**src/rtl/mem_port_arbiter.sv**
```systemverilog
// mem_port_arbiter
//   Shares one single-port instruction/data RAM between the instruction-fetch
//   requester (if_*) and the load/store requester (dm_*). Only one access is
//   in flight at a time. Read data returns to the requester that won the
//   access, RD_LATENCY+2 cycles after its grant.
//
//   Priority: data-side requests win contested cycles. After STARVE_LIMIT
//   consecutive contested data wins, fetch is forced to win.
//
// Ports
//   clk, rst_n            clock; asynchronous active-low reset
//   if_req/if_addr        fetch read request, held until if_gnt
//   if_gnt                fetch request accepted this cycle (combinational)
//   if_rvalid/if_rdata    one-cycle pulse with the fetch read data (data held)
//   dm_req/dm_we/dm_addr/dm_wdata  load/store request, held until dm_gnt
//   dm_gnt                load/store request accepted this cycle (combinational)
//   dm_rvalid/dm_rdata    one-cycle pulse with load read data (data held)
//   ram_addr/ram_wdata/ram_we  registered RAM controls
//   ram_rdata             RAM read data, valid RD_LATENCY cycles after ram_addr
//   busy                  an access is in flight
module mem_port_arbiter #(
  parameter int unsigned ADDR_W       = 11,
  parameter int unsigned DATA_W       = 32,
  parameter int unsigned RD_LATENCY   = 2,
  parameter int unsigned STARVE_LIMIT = 4
) (
  input  logic              clk,
  input  logic              rst_n,
  input  logic              if_req,
  input  logic [ADDR_W-1:0] if_addr,
  output logic              if_gnt,
  output logic              if_rvalid,
  output logic [DATA_W-1:0] if_rdata,
  input  logic              dm_req,
  input  logic              dm_we,
  input  logic [ADDR_W-1:0] dm_addr,
  input  logic [DATA_W-1:0] dm_wdata,
  output logic              dm_gnt,
  output logic              dm_rvalid,
  output logic [DATA_W-1:0] dm_rdata,
  output logic [ADDR_W-1:0] ram_addr,
  output logic [DATA_W-1:0] ram_wdata,
  output logic              ram_we,
  input  logic [DATA_W-1:0] ram_rdata,
  output logic              busy
);

  typedef enum logic [1:0] {
    IDLE,
    ADDR,
    WAIT
  } state_t;

  localparam logic [2:0] LAT_LOAD   = 3'(RD_LATENCY - 1);
  localparam logic [3:0] STARVE_MAX = 4'(STARVE_LIMIT);

  state_t     state_q, state_d;
  logic [2:0] lat_q, lat_d;
  logic [3:0] starve_cnt, starve_d;
  logic       src_dm_q;
  logic       rd_done;

  // Grant decision. Gated by rst_n so no grant is visible while in reset.
  always_comb begin
    if_gnt = 1'b0;
    dm_gnt = 1'b0;
    if (rst_n && (state_q == IDLE)) begin
      if (if_req && dm_req) begin
        if (starve_cnt == STARVE_MAX) begin
          if_gnt = 1'b1;
        end else begin
          dm_gnt = 1'b1;
        end
      end else if (if_req) begin
        if_gnt = 1'b1;
      end else if (dm_req) begin
        dm_gnt = 1'b1;
      end
    end
  end

  // Starvation counter: only contested data wins move it; any fetch grant clears it.
  always_comb begin
    starve_d = starve_cnt;
    if (if_gnt) begin
      starve_d = '0;
    end else if (dm_gnt && if_req && (starve_cnt != STARVE_MAX)) begin
      starve_d = starve_cnt + 4'd1;
    end
  end

  // Next state. WAIT is entered with lat = RD_LATENCY-1 and read data is
  // sampled on the edge leaving WAIT with lat == 0.
  always_comb begin
    state_d = state_q;
    lat_d   = lat_q;
    rd_done = 1'b0;
    unique case (state_q)
      IDLE: begin
        if (if_gnt || dm_gnt) begin
          state_d = ADDR;
        end
      end
      ADDR: begin
        if (ram_we) begin
          state_d = IDLE;
        end else begin
          state_d = WAIT;
          lat_d   = LAT_LOAD;
        end
      end
      WAIT: begin
        if (lat_q == '0) begin
          state_d = IDLE;
          rd_done = 1'b1;
        end else begin
          lat_d = lat_q - 3'd1;
        end
      end
      default: begin
        state_d = IDLE;
      end
    endcase
  end

  always_ff @(posedge clk or negedge rst_n) begin
    if (!rst_n) begin
      state_q    <= IDLE;
      lat_q      <= '0;
      starve_cnt <= '0;
      src_dm_q   <= 1'b0;
      ram_addr   <= '0;
      ram_wdata  <= '0;
      ram_we     <= 1'b0;
      if_rvalid  <= 1'b0;
      if_rdata   <= '0;
      dm_rvalid  <= 1'b0;
      dm_rdata   <= '0;
    end else begin
      state_q    <= state_d;
      lat_q      <= lat_d;
      starve_cnt <= starve_d;
      ram_we     <= 1'b0;
      if_rvalid  <= 1'b0;
      dm_rvalid  <= 1'b0;

      // Capture the winner; fetch never writes and leaves ram_wdata as is.
      if (if_gnt) begin
        ram_addr <= if_addr;
        src_dm_q <= 1'b0;
      end else if (dm_gnt) begin
        ram_addr  <= dm_addr;
        ram_wdata <= dm_wdata;
        ram_we    <= dm_we;
        src_dm_q  <= 1'b1;
      end

      if (rd_done) begin
        if (src_dm_q) begin
          dm_rdata  <= ram_rdata;
          dm_rvalid <= 1'b1;
        end else begin
          if_rdata  <= ram_rdata;
          if_rvalid <= 1'b1;
        end
      end
    end
  end

  assign busy = (state_q != IDLE);

endmodule
```
**config.mk**
```make
export PLATFORM = sky130hd
export DESIGN_NAME = mem_port_arbiter
export DESIGN_NICKNAME = d
export VERILOG_FILES = /design/src/rtl/mem_port_arbiter.sv
export SDC_FILE = /design/constraint.sdc
export NUM_CORES = 1
export LEC_CHECK = 0
export ABC_AREA = 0
export CAP_MARGIN = 10
export CORE_ASPECT_RATIO = 1.4
export CORE_MARGIN = 2
export CORE_UTILIZATION = 43
export CTS_CLUSTER_DIAMETER = 120
export DETAILED_ROUTE_END_ITERATION = 12
export PLACE_DENSITY = 0.9
export RECOVER_POWER = 100
export SLEW_MARGIN = 20
export SYNTH_ARGS = -nofsm -noshare
export SYNTH_HDL_FRONTEND = slang
export SYNTH_SLANG_ARGS = --single-unit
```
**constraint.sdc**
```tcl
create_clock -name clk -period 2.6 [get_ports clk]
set_clock_uncertainty 0.1 [all_clocks]
set_input_delay 0.39 -clock clk [delete_from_list [all_inputs] [get_ports clk]]
set_output_delay 0.39 -clock clk [all_outputs]
set_load 0.005 [all_outputs]
```
=== After elaboration in Yosys (flattened, before gate mapping) ===
Index checks and enable logic that the tools add are counted.

* Add/subtract/negate cells: 2
* Eq/ne operators: 8
* Multiplexer cells: 30
* Bitwise gates (word level): 2
* Reductions and logical operators: 16

{| class="wikitable"
|+ Operators with widths
! cell !! number
|-
| 11-bit two-way mux || 2
|-
| 1-bit two-way mux || 19
|-
| 4-bit two-way mux || 2
|-
| 2-bit AND reduction || 4
|-
| 2-bit nonzero test || 4
|-
| 2-bit two-way mux || 3
|-
| 3-bit two-way mux || 2
|-
| 2-bit != test, second input constant || 3
|-
| 2-bit case mux with 3 select lines || 1
|-
| 3-bit case mux with 2 select lines || 1
|-
| 4-bit by 1-bit adder with 4-bit output, second input constant || 1
|-
| 4-bit by 3-bit equality test with 1-bit output, second input constant || 1
|-
| 1-bit logical AND || 4
|-
| 4-bit by 3-bit != test with 1-bit output, second input constant || 1
|-
| 3-bit logical NOT || 1
|-
| 3-bit AND reduction || 1
|-
| 3-bit by 1-bit subtractor with 3-bit output, second input constant || 1
|-
| 2-bit by 1-bit equality test with 1-bit output, second input constant || 1
|-
| 2-bit equality test, second input constant || 1
|-
| 2-bit logical NOT || 1
|-
| 2-bit by 1-bit != test with 1-bit output, second input constant || 1
|-
| 1-bit NOT || 2
|-
| 1-bit logical OR || 1
|}

* Bits in registers: 120
* Input bits: 91
* Word-level logic and storage cells: 69

=== Depth between registers and ports, before layout ===
* Word-level depth: 8
* Gate-level depth with buffers: 7
* Gate-level depth less buffers: 6

=== Least setup slack after synthesis ===
Ideal clock, no wire load.

* Kind: register to register
* From: reg lat_q[0]
* To: reg if_rdata[10]
* Library setup time: 0.125 ns
* Arrival time: 1.570 ns
* Required time: 2.375 ns
* Slack: 0.805 ns
* Stages on the path, launching flop included: 8
* Path buffers: 2
* Clock period less this slack: 1.795 ns
* Cells stage by stage: dfrtp_1 inv_1 ha_1 ha_1 and3_1 buf_2 buf_6 mux2_4

* Cells in the longest elaborated chain, start to end: 4

{| class="wikitable"
|+ Ends and longest elaborated chain
! what !! RTL line !! RTL
|-
| start, declared || 58 || <nowiki>logic [2:0] lat_q, lat_d;</nowiki>
|-
| start signal, assigned || 141 || <nowiki>lat_q <= lat_d;</nowiki>
|-
| 3-bit logical NOT || 113 || <nowiki>if (lat_q == '0) begin</nowiki>
|-
| 1-bit two-way mux || 113 ||
|-
| 1-bit two-way mux || 98 || <nowiki>unique case (state_q)</nowiki>
|-
| 2-bit AND reduction (no source line) || - ||
|-
| end signal, assigned || 163 || <nowiki>if_rdata <= ram_rdata;</nowiki>
|-
| end, declared || 33 || <nowiki>output logic [DATA_W-1:0] if_rdata,</nowiki>
|}

No other way between the ends.
A chain may end at the register's enable or synchronous reset.

=== Worst setup path after layout ===
* From: reg starve_cnt[0]
* To: out if_gnt

* Cells in the longest elaborated chain, start to end: 4

{| class="wikitable"
|+ Ends and longest elaborated chain
! what !! RTL line !! RTL
|-
| start, declared || 59 || <nowiki>logic [3:0] starve_cnt, starve_d;</nowiki>
|-
| start signal, assigned || 142 || <nowiki>starve_cnt <= starve_d;</nowiki>
|-
| 4-bit by 3-bit equality test with 1-bit output || 69 || <nowiki>if (starve_cnt == STARVE_MAX) begin</nowiki>
|-
| 1-bit two-way mux || 69 ||
|-
| 1-bit two-way mux || 68 || <nowiki>if (if_req && dm_req) begin</nowiki>
|-
| 1-bit two-way mux || 67 || <nowiki>if (rst_n && (state_q == IDLE)) begin</nowiki>
|-
| end, declared || 31 || <nowiki>output logic if_gnt,</nowiki>
|}

No other way between the ends.

==> impl_metrics.py <==
metrics = {
    "timing": {
        "relSlewSlack": 0.375,
        "tightestPinTransition_ps": 938,
        "fmax_mhz": 405,
        "finalSetupTns_ps": 0,
        "finalCriticalPeriod_ps": 2470,
        "maxSlewViolCount": 0,
        "fin_crit_sh": 0.951,
        "setup_violations": 0,
        "hold_violations": 0,
        "rsz0062_at_grt": "false",
    },
    "grt": {
        "track_usage": 0.200,
        "antenna_found_initial": 1,
        "gr-usage-met2": 0.340,
        "gr-total-overflow": 0,
        "grt_util_met1": 0.230,
        "top_usage_layer": "met2",
        "grt_pass1_wl_um": 19500,
        "grt_pass1_vias": 3823,
        "grt_max_degree": 57,
        "use_met3": 0.0686,
    },
    "hold_path": {
        "whs_path_depth": 1,
        "hp-class": "reg -> reg",
        "hold_start": "if_rdata[0]$_DFFE_PN0P_",
        "holdPathEnd": "if_rdata[0]$_DFFE_PN0P_",
    },
    "floorplan": {
        "die_area_um2": 12600,
        "ios": 204,
        "fp.coreArea_um2": 11400,
        "die_y_um": 132,
        "rows": 46,
        "start_util": 0.442,
        "dieWidth_um": 95.4,
    },
    "placed_design": {
        "gp_congestion": 0.870,
        "hpwl_um": 8790,
        "port_buffers": 203,
    },
    "power": {
        "p_leak_uw": 0.00348,
        "powerDensity_nw_per_um2": 1120,
        "totalPowerFinal_uw": 8570,
        "vdd_drop_max_mv": 0.497,
    },
    "drt": {
        "drtIter0Drc": 181,
        "vias": 3527,
        "postRouteAntennaNets": 0,
        "wl_um": 12300,
        "via_per_inst": 4.97,
        "routedWlPerCell_um": 17.4,
        "route.detailed.drc": 0,
        "firstDrtPassIters": 7,
    },
    "worst_setup_path": {
        "path_max_fanout": 6,
        "reg2regPathDepth": 6,
        "required_ps": 2110,
        "r2r-start": "lat_q[0]$_DFFE_PN0P_",
        "r2r_setup_slack_ps": 290,
        "start_kind": "flop",
        "r2r-end": "dm_rdata[20]$_DFFE_PN0P_",
        "worstSetupPathType": "reg -> out",
        "arrival_ps": 1980,
        "end_kind": "output pin",
    },
    "clock_network": {
        "clk_latency_ps": 390,
        "path_clk_slew_ps": 50,
        "clkSinkCount": 120,
        "root_buffer": "clkbuf_16",
        "cts_buffers": 17,
        "cts_tree": "built",
        "htree_levels": 4,
        "cts_buffer_depth": 2,
    },
    "cells_and_area": {
        "area_growth_pct": 51.4,
        "n_fill_cell": 822,
        "drive_above_1_share": 0.135,
        "nets": 647,
    },
    "yosys": {
        "synth-seq-cells": 120,
        "synth_area_leaders": "dfrtp_1 (60%), mux2_4 (16%), mux2_2 (4.7%)",
        "syn_nets": 427,
        "syn_area_um2": 5030,
        "yosysTopAreaCell": "dfrtp_1",
        "synthDominantCellAreaShare": 0.597,
        "yosysSeqAreaShare": 0.597,
        "synth_area_per_cell_um2": 15.2,
        "yosys_warnings": 0,
        "yosys.cell_types.count": 35,
        "syn_inst": 332,
    },
    "flow_run": {
        "maxCapViolations": 0,
    },
    "status": {
        "outcome": "finished clean",
    },
}
-- metrics by stage --
stage,std cells,hold slack (ps),area (µm²),setup slack [ps],util
6_report,710,379,7620,128,0.669
5_1_grt,709,402,7620,15.8,0.669
4_1_cts,706,391,7810,7.59,0.685
3_5_place_dp,673,304,7190,180,0.631
3_3_place_gp,673,292,7190,226,0.631
2_1_floorplan,332,-5.59,5030,805,-
-- kinds of logic (layout without fill, tap and decap cells) --
family / Yosys count / count (layout) / share of synthesized area
DFF: 120 / 120 / 0.597
AOI/OAI and AO/OA: 25 / 25 / 0.0410
adders and majority gates: 4 / 4 / 0.00994
other: 0 / 1 / 0
buffers and inverters: 59 / 292 / 0.0602
and+or+nand+nor: 28 / 28 / 0.0365
muxes: 96 / 96 / 0.256
-- Yosys cell counts --
| master | n |
|---|---|
| ha_1 | 4 |
| o21bai_1 | 1 |
| buf_8 | 2 |
| o311ai_0 | 1 |
| nand3_1 | 4 |
| nor2b_1 | 2 |
| a31oi_2 | 1 |
| nand2_1 | 6 |
| o21ai_0 | 5 |
| dfrtp_1 | 120 |
| clkbuf_1 | 1 |
| a222oi_1 | 11 |
| o211a_1 | 1 |
| nand4_1 | 3 |
| nor2b_2 | 1 |
| nor3b_4 | 1 |
| a21oi_1 | 3 |
| nand3b_2 | 1 |
| nor2_1 | 2 |
| a311oi_1 | 1 |
| and2_1 | 1 |
| or2_2 | 2 |
| mux2_1 | 20 |
| mux2_2 | 21 |
| and3_1 | 1 |
| a31o_2 | 1 |
| buf_2 | 5 |
| nor4b_1 | 1 |
| inv_1 | 43 |
| nand4bb_2 | 1 |
| mux2_4 | 55 |
| nand3b_1 | 1 |
| inv_2 | 1 |
| buf_6 | 7 |
| nand2b_1 | 1 |
-- worst max-delay path, stage by stage, from the launching register on --
cell	delay (ps)
dfrtp_1	430
inv_1	80
ha_1	160
nand3b_2	120
a31oi_2	230
clkdlybuf4s50_1	560
-- state kept, by name, indices dropped and copies added, names as in the netlist --
name	flops
ram_wdata	32
src_dm_q	1
ram_addr	11
if_rvalid	1
ram_we	1
lat_q	3
state_q	2
dm_rdata	32
starve_cnt	4
if_rdata	32
dm_rvalid	1
-- layout make-up --
cell class                      count  area, µm²  area share
Antenna cell                        1       2.50    0.000328
Clock buffer                       18        439      0.0576
Clock inverter                     14        174      0.0228
Inverter                           44        165      0.0217
Multi-Input combinational cell    153       1530       0.201
Sequential cell                   120       3000       0.394
Tap cell                          144        180      0.0236
Timing Repair Buffer              216       2120       0.279
-- how the worst max path moves through the flow --
stage	to	slack (ps)	from	depth (start not counted)
2_1_floorplan	if_rdata[10]$_DFFE_PN0P_	800	lat_q[0]$_DFFE_PN0P_	7
3_3_place_gp	ram_wdata[0]$_DFFE_PN0P_	230	if_req	6
3_5_place_dp	ram_wdata[31]$_DFFE_PN0P_	180	if_req	6
4_1_cts	dm_gnt	8	rst_n	5
5_1_grt	if_gnt	20	starve_cnt[1]$_DFFE_PN0P_	5
6_report	if_gnt	130	starve_cnt[0]$_DFFE_PN0P_	5
-- timing repair --
action / 4_1_cts / 5_1_grt
setup buffers: 0 / 3
hold buffers: 1 / 0
endpoints found under the hold margin: 17 / 0
gates resized for setup: 0 / 2
setup endpoints to repair: 0 / 2
-- power breakdown --
part	switching (µW)	internal, µW	leakage, µW
combinational	1060	1870	0.00175
sequential	508	2760	0.00145
clock	839	1540	0.000289
-- cell usage in the layout, fill, tap and decap left out, types with 2 or more instances in the layout --
cell / n
ha_1: 4
clkbuf_4: 5
clkinvlp_4: 4
nand2_1: 6
nor2b_1: 2
dlygate4sd3_1: 112
clkinv_2: 2
bufinv_16: 3
a222oi_1: 11
buf_4: 6
nor2_1: 2
inv_1: 43
or2_2: 2
clkdlybuf4s50_1: 90
mux2_1: 75
clkbuf_16: 17
clkinv_4: 4
o21ai_0: 5
mux2_2: 21
dfrtp_1: 120
nand4_1: 3
a21oi_1: 3
nand3_1: 4
-- metal layers --
metal	vias to the layer above	share of wire
met1	1720	0.38
met4	0	0.019
met2	192	0.51
met3	23	0.091
met5	-	0
li1	1592	-
No activity file was read; power rests on OpenSTA's default activity.
